$ cat src/rtl/mul_pkg.sv
// Shared types and helpers for the multiplier/accumulator lab datapath.
// Holds the accumulator FSM encoding, default widths and the saturating adder.
package mul_pkg;

   typedef enum logic [1:0] {
      IDLE = 2'd0,
      ACC  = 2'd1,
      HOLD = 2'd2
   } state_t;

   localparam int PROD_W    = 4;
   localparam int ACC_W     = 10;
   localparam int BURST_LEN = 8;

   // Widest accumulator the helper supports; callers truncate to their own width.
   localparam int SAT_W = 32;

   typedef struct packed {
      logic [SAT_W-1:0] sum;
      logic             ovf;
   } sat_t;

   // One extra carry bit lets any sum above 2^aw-1 be detected and clamped.
   function automatic sat_t sat_add(input logic [SAT_W-1:0] acc,
                                    input logic [SAT_W-1:0] val,
                                    input int               aw);
      sat_t         res;
      logic [SAT_W:0] s;
      logic [SAT_W:0] max;
      s   = {1'b0, acc} + {1'b0, val};
      max = ((SAT_W+1)'(1) << aw) - (SAT_W+1)'(1);
      if (s > max) begin
         res.sum = max[SAT_W-1:0];
         res.ovf = 1'b1;
      end else begin
         res.sum = s[SAT_W-1:0];
         res.ovf = 1'b0;
      end
      return res;
   endfunction

endpackage

$ cat src/rtl/product_accumulator.sv
// Sums a burst of COUNT products into a saturating accumulator; result valid the cycle after the last accept.
// in_ready is a registered state decode; the result holds in HOLD until out_ready, with no limit on stall.
module product_accumulator
   import mul_pkg::*;
#(
   parameter int PW    = PROD_W,
   parameter int AW    = ACC_W,
   parameter int COUNT = BURST_LEN
) (
   input  logic          clk,
   input  logic          rst_n,
   input  logic          start,
   input  logic          in_valid,
   output logic          in_ready,
   input  logic [PW-1:0] in_data,
   output logic          out_valid,
   input  logic          out_ready,
   output logic [AW-1:0] out_sum,
   output logic          out_ovf,
   output logic          busy
);

   localparam int CW = $clog2(COUNT + 1);

   if (AW < PW || COUNT < 1 || AW >= SAT_W) begin : g_bad_param
      $error("product_accumulator: illegal PW/AW/COUNT combination");
   end

   state_t         state;
   state_t         state_nxt;
   logic [AW-1:0]  acc;
   logic [CW-1:0]  cnt;
   logic           ovf;

   logic           accept;
   logic           last;
   sat_t           sat_res;
   logic [SAT_W-AW-1:0] sat_hi_unused;

   assign accept = in_valid & in_ready;
   assign last   = (cnt == CW'(COUNT - 1));

   assign sat_res       = sat_add(SAT_W'(acc), SAT_W'(in_data), AW);
   assign sat_hi_unused = sat_res.sum[SAT_W-1:AW];

   always_ff @(posedge clk or negedge rst_n) begin
      if (!rst_n) begin
         state <= IDLE;
      end else begin
         state <= state_nxt;
      end
   end

   always_comb begin
      state_nxt = state;
      case (state)
         IDLE:    if (start)              state_nxt = ACC;
         ACC:     if (accept && last)     state_nxt = HOLD;
         HOLD:    if (out_ready)          state_nxt = IDLE;
         default:                         state_nxt = IDLE;
      endcase
   end

   always_comb begin
      in_ready  = 1'b0;
      out_valid = 1'b0;
      busy      = 1'b0;
      case (state)
         ACC: begin
            in_ready = 1'b1;
            busy     = 1'b1;
         end
         HOLD: begin
            out_valid = 1'b1;
            busy      = 1'b1;
         end
         default: ;
      endcase
   end

   // Datapath only moves on start-from-IDLE or an accept, so the result survives back into IDLE.
   always_ff @(posedge clk or negedge rst_n) begin
      if (!rst_n) begin
         acc <= '0;
         cnt <= '0;
         ovf <= 1'b0;
      end else if (state == IDLE && start) begin
         acc <= '0;
         cnt <= '0;
         ovf <= 1'b0;
      end else if (accept) begin
         acc <= sat_res.sum[AW-1:0];
         cnt <= cnt + CW'(1);
         ovf <= ovf | sat_res.ovf;
      end
   end

   assign out_sum = acc;
   assign out_ovf = ovf;

endmodule

$ cat config.mk
export PLATFORM = sky130hd
export DESIGN_NAME = product_accumulator
export DESIGN_NICKNAME = d
export VERILOG_FILES = /design/src/rtl/mul_pkg.sv /design/src/rtl/product_accumulator.sv
export SDC_FILE = /design/constraint.sdc
export NUM_CORES = 1
export LEC_CHECK = 0
export CORE_ASPECT_RATIO = 1.4
export CORE_MARGIN = 5
export CORE_UTILIZATION = 38
export DETAILED_ROUTE_END_ITERATION = 7
export MAX_ROUTING_LAYER = met4
export PLACE_DENSITY_LB_ADDON = 0.08
export SYNTH_ARGS = -nofsm -noshare
export SYNTH_HDL_FRONTEND = slang
export SYNTH_SLANG_ARGS = --single-unit
$ cat constraint.sdc
create_clock -name clk -period 2 [get_ports clk]
set_input_delay 0.5 -clock clk [delete_from_list [all_inputs] [get_ports clk]]
set_output_delay 0.5 -clock clk [all_outputs]
set_load 0.03 [all_outputs]
---- Word-level counts from Yosys, hierarchy flattened ----
Cells that the tools add are included.
word-level totals
  register bits ........................... 17
  output and inout port bits .............. 14
cells by class
  add/sub/neg operators ................... 2
  order comparisons ....................... 1
  eq/ne operators ......................... 6
  muxes and demuxes ....................... 14
  bitwise gates (word level) .............. 2
  reduce and logical (&&, ||, !) cells .... 6
operators with widths
  cell                                                              number
  two-way mux 10 bit                                                2
  adder 10 x 4 -> 11 bit                                            1
  greater-than comparator 11 x 10 -> 1 bit (second input constant)  1
  two-way mux 11 bit                                                1
  two-way mux 4 bit                                                 2
  two-way mux 2 bit                                                 3
  != test 2 bit (second input constant)                             3
  one-hot mux 2 bit (3 select lines)                                1
  two-way mux 1 bit                                                 5
  adder 4 x 1 -> 4 bit (second input constant)                      1
  equality test 4 x 3 -> 1 bit (second input constant)              1
  AND reduction 3 bit                                               1
  equality test 2 x 1 -> 1 bit (second input constant)              1
  equality test 2 bit (second input constant)                       1
  logical AND 1 bit                                                 2
  logical NOT 2 bit                                                 1
  nonzero test 2 bit                                                1
  OR reduction 2 bit                                                1
  bitwise AND 1 bit                                                 1
  OR 1 bit                                                          1

---- Depth between registers and ports, before layout ----
  depth after elaboration ................. 6
  gate-level depth with buffers ........... 8

---- Worst setup path before layout ----
OpenSTA, ideal clock, no wires.
  path kind ............................... flip-flop to flip-flop
  start ................................... register acc[0], in the netlist out_sum[0]
  end ..................................... register acc[0], in the netlist out_sum[0]
  library setup time ...................... 0.083 ns
  arrival time ............................ 1.924 ns
  required time ........................... 1.917 ns
  path slack .............................. -0.007 ns
  stages on the path, launching flop included .. 8
  buffers on the path ..................... 0
  clock period less this slack ............ 2.007 ns
  cells stage by stage .................... dfrtp_1 > ha_1 > inv_1 > fa_1 > nand2b_1 > a21oi_1 > nand4_1 > o21ai_0
between the ends
  longest elaborated chain between the ends .. 5
RTL lines
  item                                      RTL line                   source
  from (decl)                               product_accumulator.sv:31  logic [AW-1:0] acc;
  from (signal assigned)                    product_accumulator.sv:92  acc <= sat_res.sum[AW-1:0];
  adder 10 x 4 -> 11 bit (*)                mul_pkg.sv:30              s = {1'b0, acc} + {1'b0, val};
  greater-than comparator 11 x 10 -> 1 bit  mul_pkg.sv:32              if (s > max) begin
  two-way mux 11 bit (*)                    mul_pkg.sv:32
  two-way mux 10 bit (*)                    product_accumulator.sv:91  end else if (accept) begin
  two-way mux 10 bit (*)                    product_accumulator.sv:87  end else if (state == IDLE && start) begin
Every way passes the cells marked *; elsewhere a longest branch is shown, timed or not. The select of a mux whose other input is x is not followed.
A chain may end at the register's enable or synchronous reset.

---- Final worst setup path ----
  start ................................... register acc[4], in the netlist out_sum[4]
  end ..................................... output out_sum[4]
RTL lines
  item       RTL line                   source
  to (decl)  product_accumulator.sv:18  output logic [AW-1:0] out_sum,
No word-level cell between the ends.

==> results.md <==
* Die height at around 73 um
* Main synth FF type: dfrtp_1
* Row cnt at 23
* Synth cell count leaders: 17 x dfrtp_1, 10 x nor2_1, 9 x a21oi_1, 9 x ha_1, 9 x nand2_1
* Slowest stage cell, crit path: clkdlybuf4s50_1
* Ant. Diodes at 0
* Root buffer cell: clkbuf_8
* Setup violators final at 0
* Worst endpoint required time at approximately 1.5 ns
* Slew HR at 0.721
* Fmax achieved at about 0.52 GHz
* Yosys cell types at 31
* Critical path depth in cells at 1
* Clock Latency Late Sink at ~0.25 ns
* Total GRT Usage at 0.171
* Drt first pass iters at 4
* Drt wl/cell at roughly 14 um
* Final worst-path cycle share at 0.966
* R2R depth at 8
* WHS at roughly 0.48 ns
* Area contributors post-synth: dfrtp_1 39%, ha_1 10%, a21oi_1 4.2%
* Cts-stage hold buffer count at 0
* Number of remaining DRC errors at 0
* Async S/R FF share, synth at 1.00
* Initial DRC Count at 16
* Antenna violations before repair at 0
* Grt ovf at 0
* Met2 usage at 0.283
* Die Area at ~4000 um2
* NumNets Final at roughly 180
* PD cells at roughly 1200 nW/um2
* MaxCap Viol Count at 0
* DRT antenna net count at 0
* Clock sinks at 17
* Net count after synthesis at 134
* WP buf/inv at 1
* Final min period at slightly below 2 ns
* Vias at 990
* Number of global-route vias before repair at ~1100
* Drt total wl at ~2700 um
* CP Max Fanout at 6
* Critical path data arrival time at between 1 and 1.5 ns
* H-tree lvl count at 1
* Synth Register Bits at 17
* Largest net degree at the start of global routing at 11
* Max VDD drop at a little under 700 uV
* Fin util at 0.552
* Port Buf Inserts at 22
* Die Wd at ~55 um
* Crit-path max cell delay at 0.72 ns
* Top-area cell type share of the netlist area at 0.394
* Core area at around 2800 um2
* HP Class: reg2reg
* YS warnings at 0
* Syn avg cell area at ~9.4 um2
* Post-synth EDFFs at 0
* CP cell instances: clkdlybuf4s50_1
* Max Buffers Root-to-Sink at 2
* Reg-to-Reg End: out_sum[9]$_DFFE_PN0P_
* GP Congestion at between 0.8 and 0.9
* I/O pin count at 23
* Status: finished clean
* Synth Instances at approximately 120
* Most common cell in the synthesized netlist: dfrtp_1
* Reg clk slew, reported paths at 0.07 ns
* Setup crit start kind: flop
* Initial Utilization at 0.387
* CTS tree: built
* Seq/Total Area, Yosys at 0.394
* Worst Max-Slew Pin Slew at ~0.42 ns
* GRT Max-Usage Layer: met2
* Post-DP HPWL at ~2100 um
* First-pass GRT wire length at 4890 um
* Avg Vias per Cell at just over 5
* Critical path's top delay family: buffers and inverters
* Max Clock Skew at roughly 0.0027 ns
* Dominant cell type by area after synthesis: dfrtp_1
* Hold path cells at 2
* Hold endpoint: out_ovf$_DFFE_PN0P_
* Met1 Track Usage GR at 0.194
* TritonCTS buffer count at 3
* Reg-to-Reg Start: out_sum[0]$_DFFE_PN0P_
* Synth Cell Area at approximately 1100 um2
* M3 GR Usage at 0.0327
* Worst setup EP type: primary output
* Setup_tns at 0 ns
* Hold_sp: out_ovf$_DFFE_PN0P_
* Pleak at 0.682 nW
* R2R setup slack at approximately 0.2 ns
* WS Path Type: reg2out
* Area Growth Syn to Fin at 42.5%
* Fraction of layout cells with a size suffix above 1 at 0.241
* Final hold vios at 0
* RSZ-0062 raised after global routing: false
* Max Slew Vio Count at 0
worst max path at each step:
stage	from	end	slack, ns
after floorplan	in_data[0]	out_sum[0]$_DFFE_PN0P_	0.08
after global placement	in_data[0]	out_sum[8]$_DFFE_PN0P_	-0.48
after detailed placement	in_data[0]	out_sum[8]$_DFFE_PN0P_	-0.54
after CTS	out_sum[4]$_DFFE_PN0P_	out_sum[4]	0.06
after global routing	in_data[3]	out_sum[5]$_DFFE_PN0P_	0.01
final	out_sum[4]$_DFFE_PN0P_	out_sum[4]	0.07
layout by cell type, fill, tap and decap left out, types with 2 or more instances in the layout:
cell type	n
xor2_1	3
clkdlybuf4s50_1	17
inv_2	2
nand2_1	9
inv_1	5
nand3_1	8
ha_1	7
and2_1	3
mux2i_1	3
o21ai_0	7
nand4_1	3
a211oi_1	2
and4b_1	2
a21oi_1	8
buf_4	20
xnor2_1	3
dfrtp_1	16
ha_2	2
dlygate4sd2_1	4
nor3_1	3
clkbuf_8	3
nor2_1	10
kinds of logic (layout without fill, tap and decap cells):
| kind of cell | after synthesis | after routing | synth area share |
|---|---|---|---|
| AO/OA/AOI/OAI | 25 | 25 | 0.140 |
| multiplexers | 4 | 4 | 0.0382 |
| flip-flops | 17 | 17 | 0.394 |
| adder cells (fa/ha/maj) | 10 | 10 | 0.123 |
| AND/OR/NAND/NOR | 43 | 43 | 0.208 |
| XOR/XNOR | 6 | 6 | 0.0486 |
| buffers and inverters | 10 | 53 | 0.0486 |
per-layer routing:
layer,wire (um),vias to the layer above,part of all wire
met4,54,0,0.020
li1,-,489,-
met5,0,-,0
met3,108,8,0.040
met2,1390,30,0.51
met1,1160,463,0.43
per-stage QoR:
stage	instance area (um2)	worst slack, ns	power [W]	cells
after floorplan	1080	0.0763	0.00116	115
after global placement	1460	-0.482	0.00154	190
after detailed placement	1460	-0.536	0.00155	190
after CTS	1540	0.0550	0.00185	195
after global routing	1540	0.0118	0.00199	195
final	1540	0.0671	0.00183	195
sequential cells by signal, summed over array words and instances, names as in the netlist:
| register | count |
|---|---|
| cnt | 4 |
| out_ovf | 1 |
| out_sum | 10 |
| state | 2 |
power breakdown:
group | switching, W | total (W) | internal [W]
combinational | 0.000551 | 0.00103 | 0.000475
sequential | 0.000103 | 0.000542 | 0.000439
clock | 0.000123 | 0.000264 | 0.000142
total | 0.000776 | 0.00183 | 0.00106
layout make-up:
type                    instances  area (um2)
fillers                       277        1250
multi-input cells              88         629
flip-flops and latches         17         427
repair buffers                 42         367
well taps                      37        46.3
clock buffers                   4        45.0
inverters                       7        26.3
what timing repair did:
| action | 4_1_cts | 5_1_grt |
|---|---|---|
| gates cloned | 0 | 0 |
| endpoints found under the setup margin | 13 | 1 |
| buffers inserted | 1 | 0 |
| gates resized for setup | 13 | 1 |
| pin swaps | 4 | 0 |
Note: power is estimated with default switching activity, not from simulation.
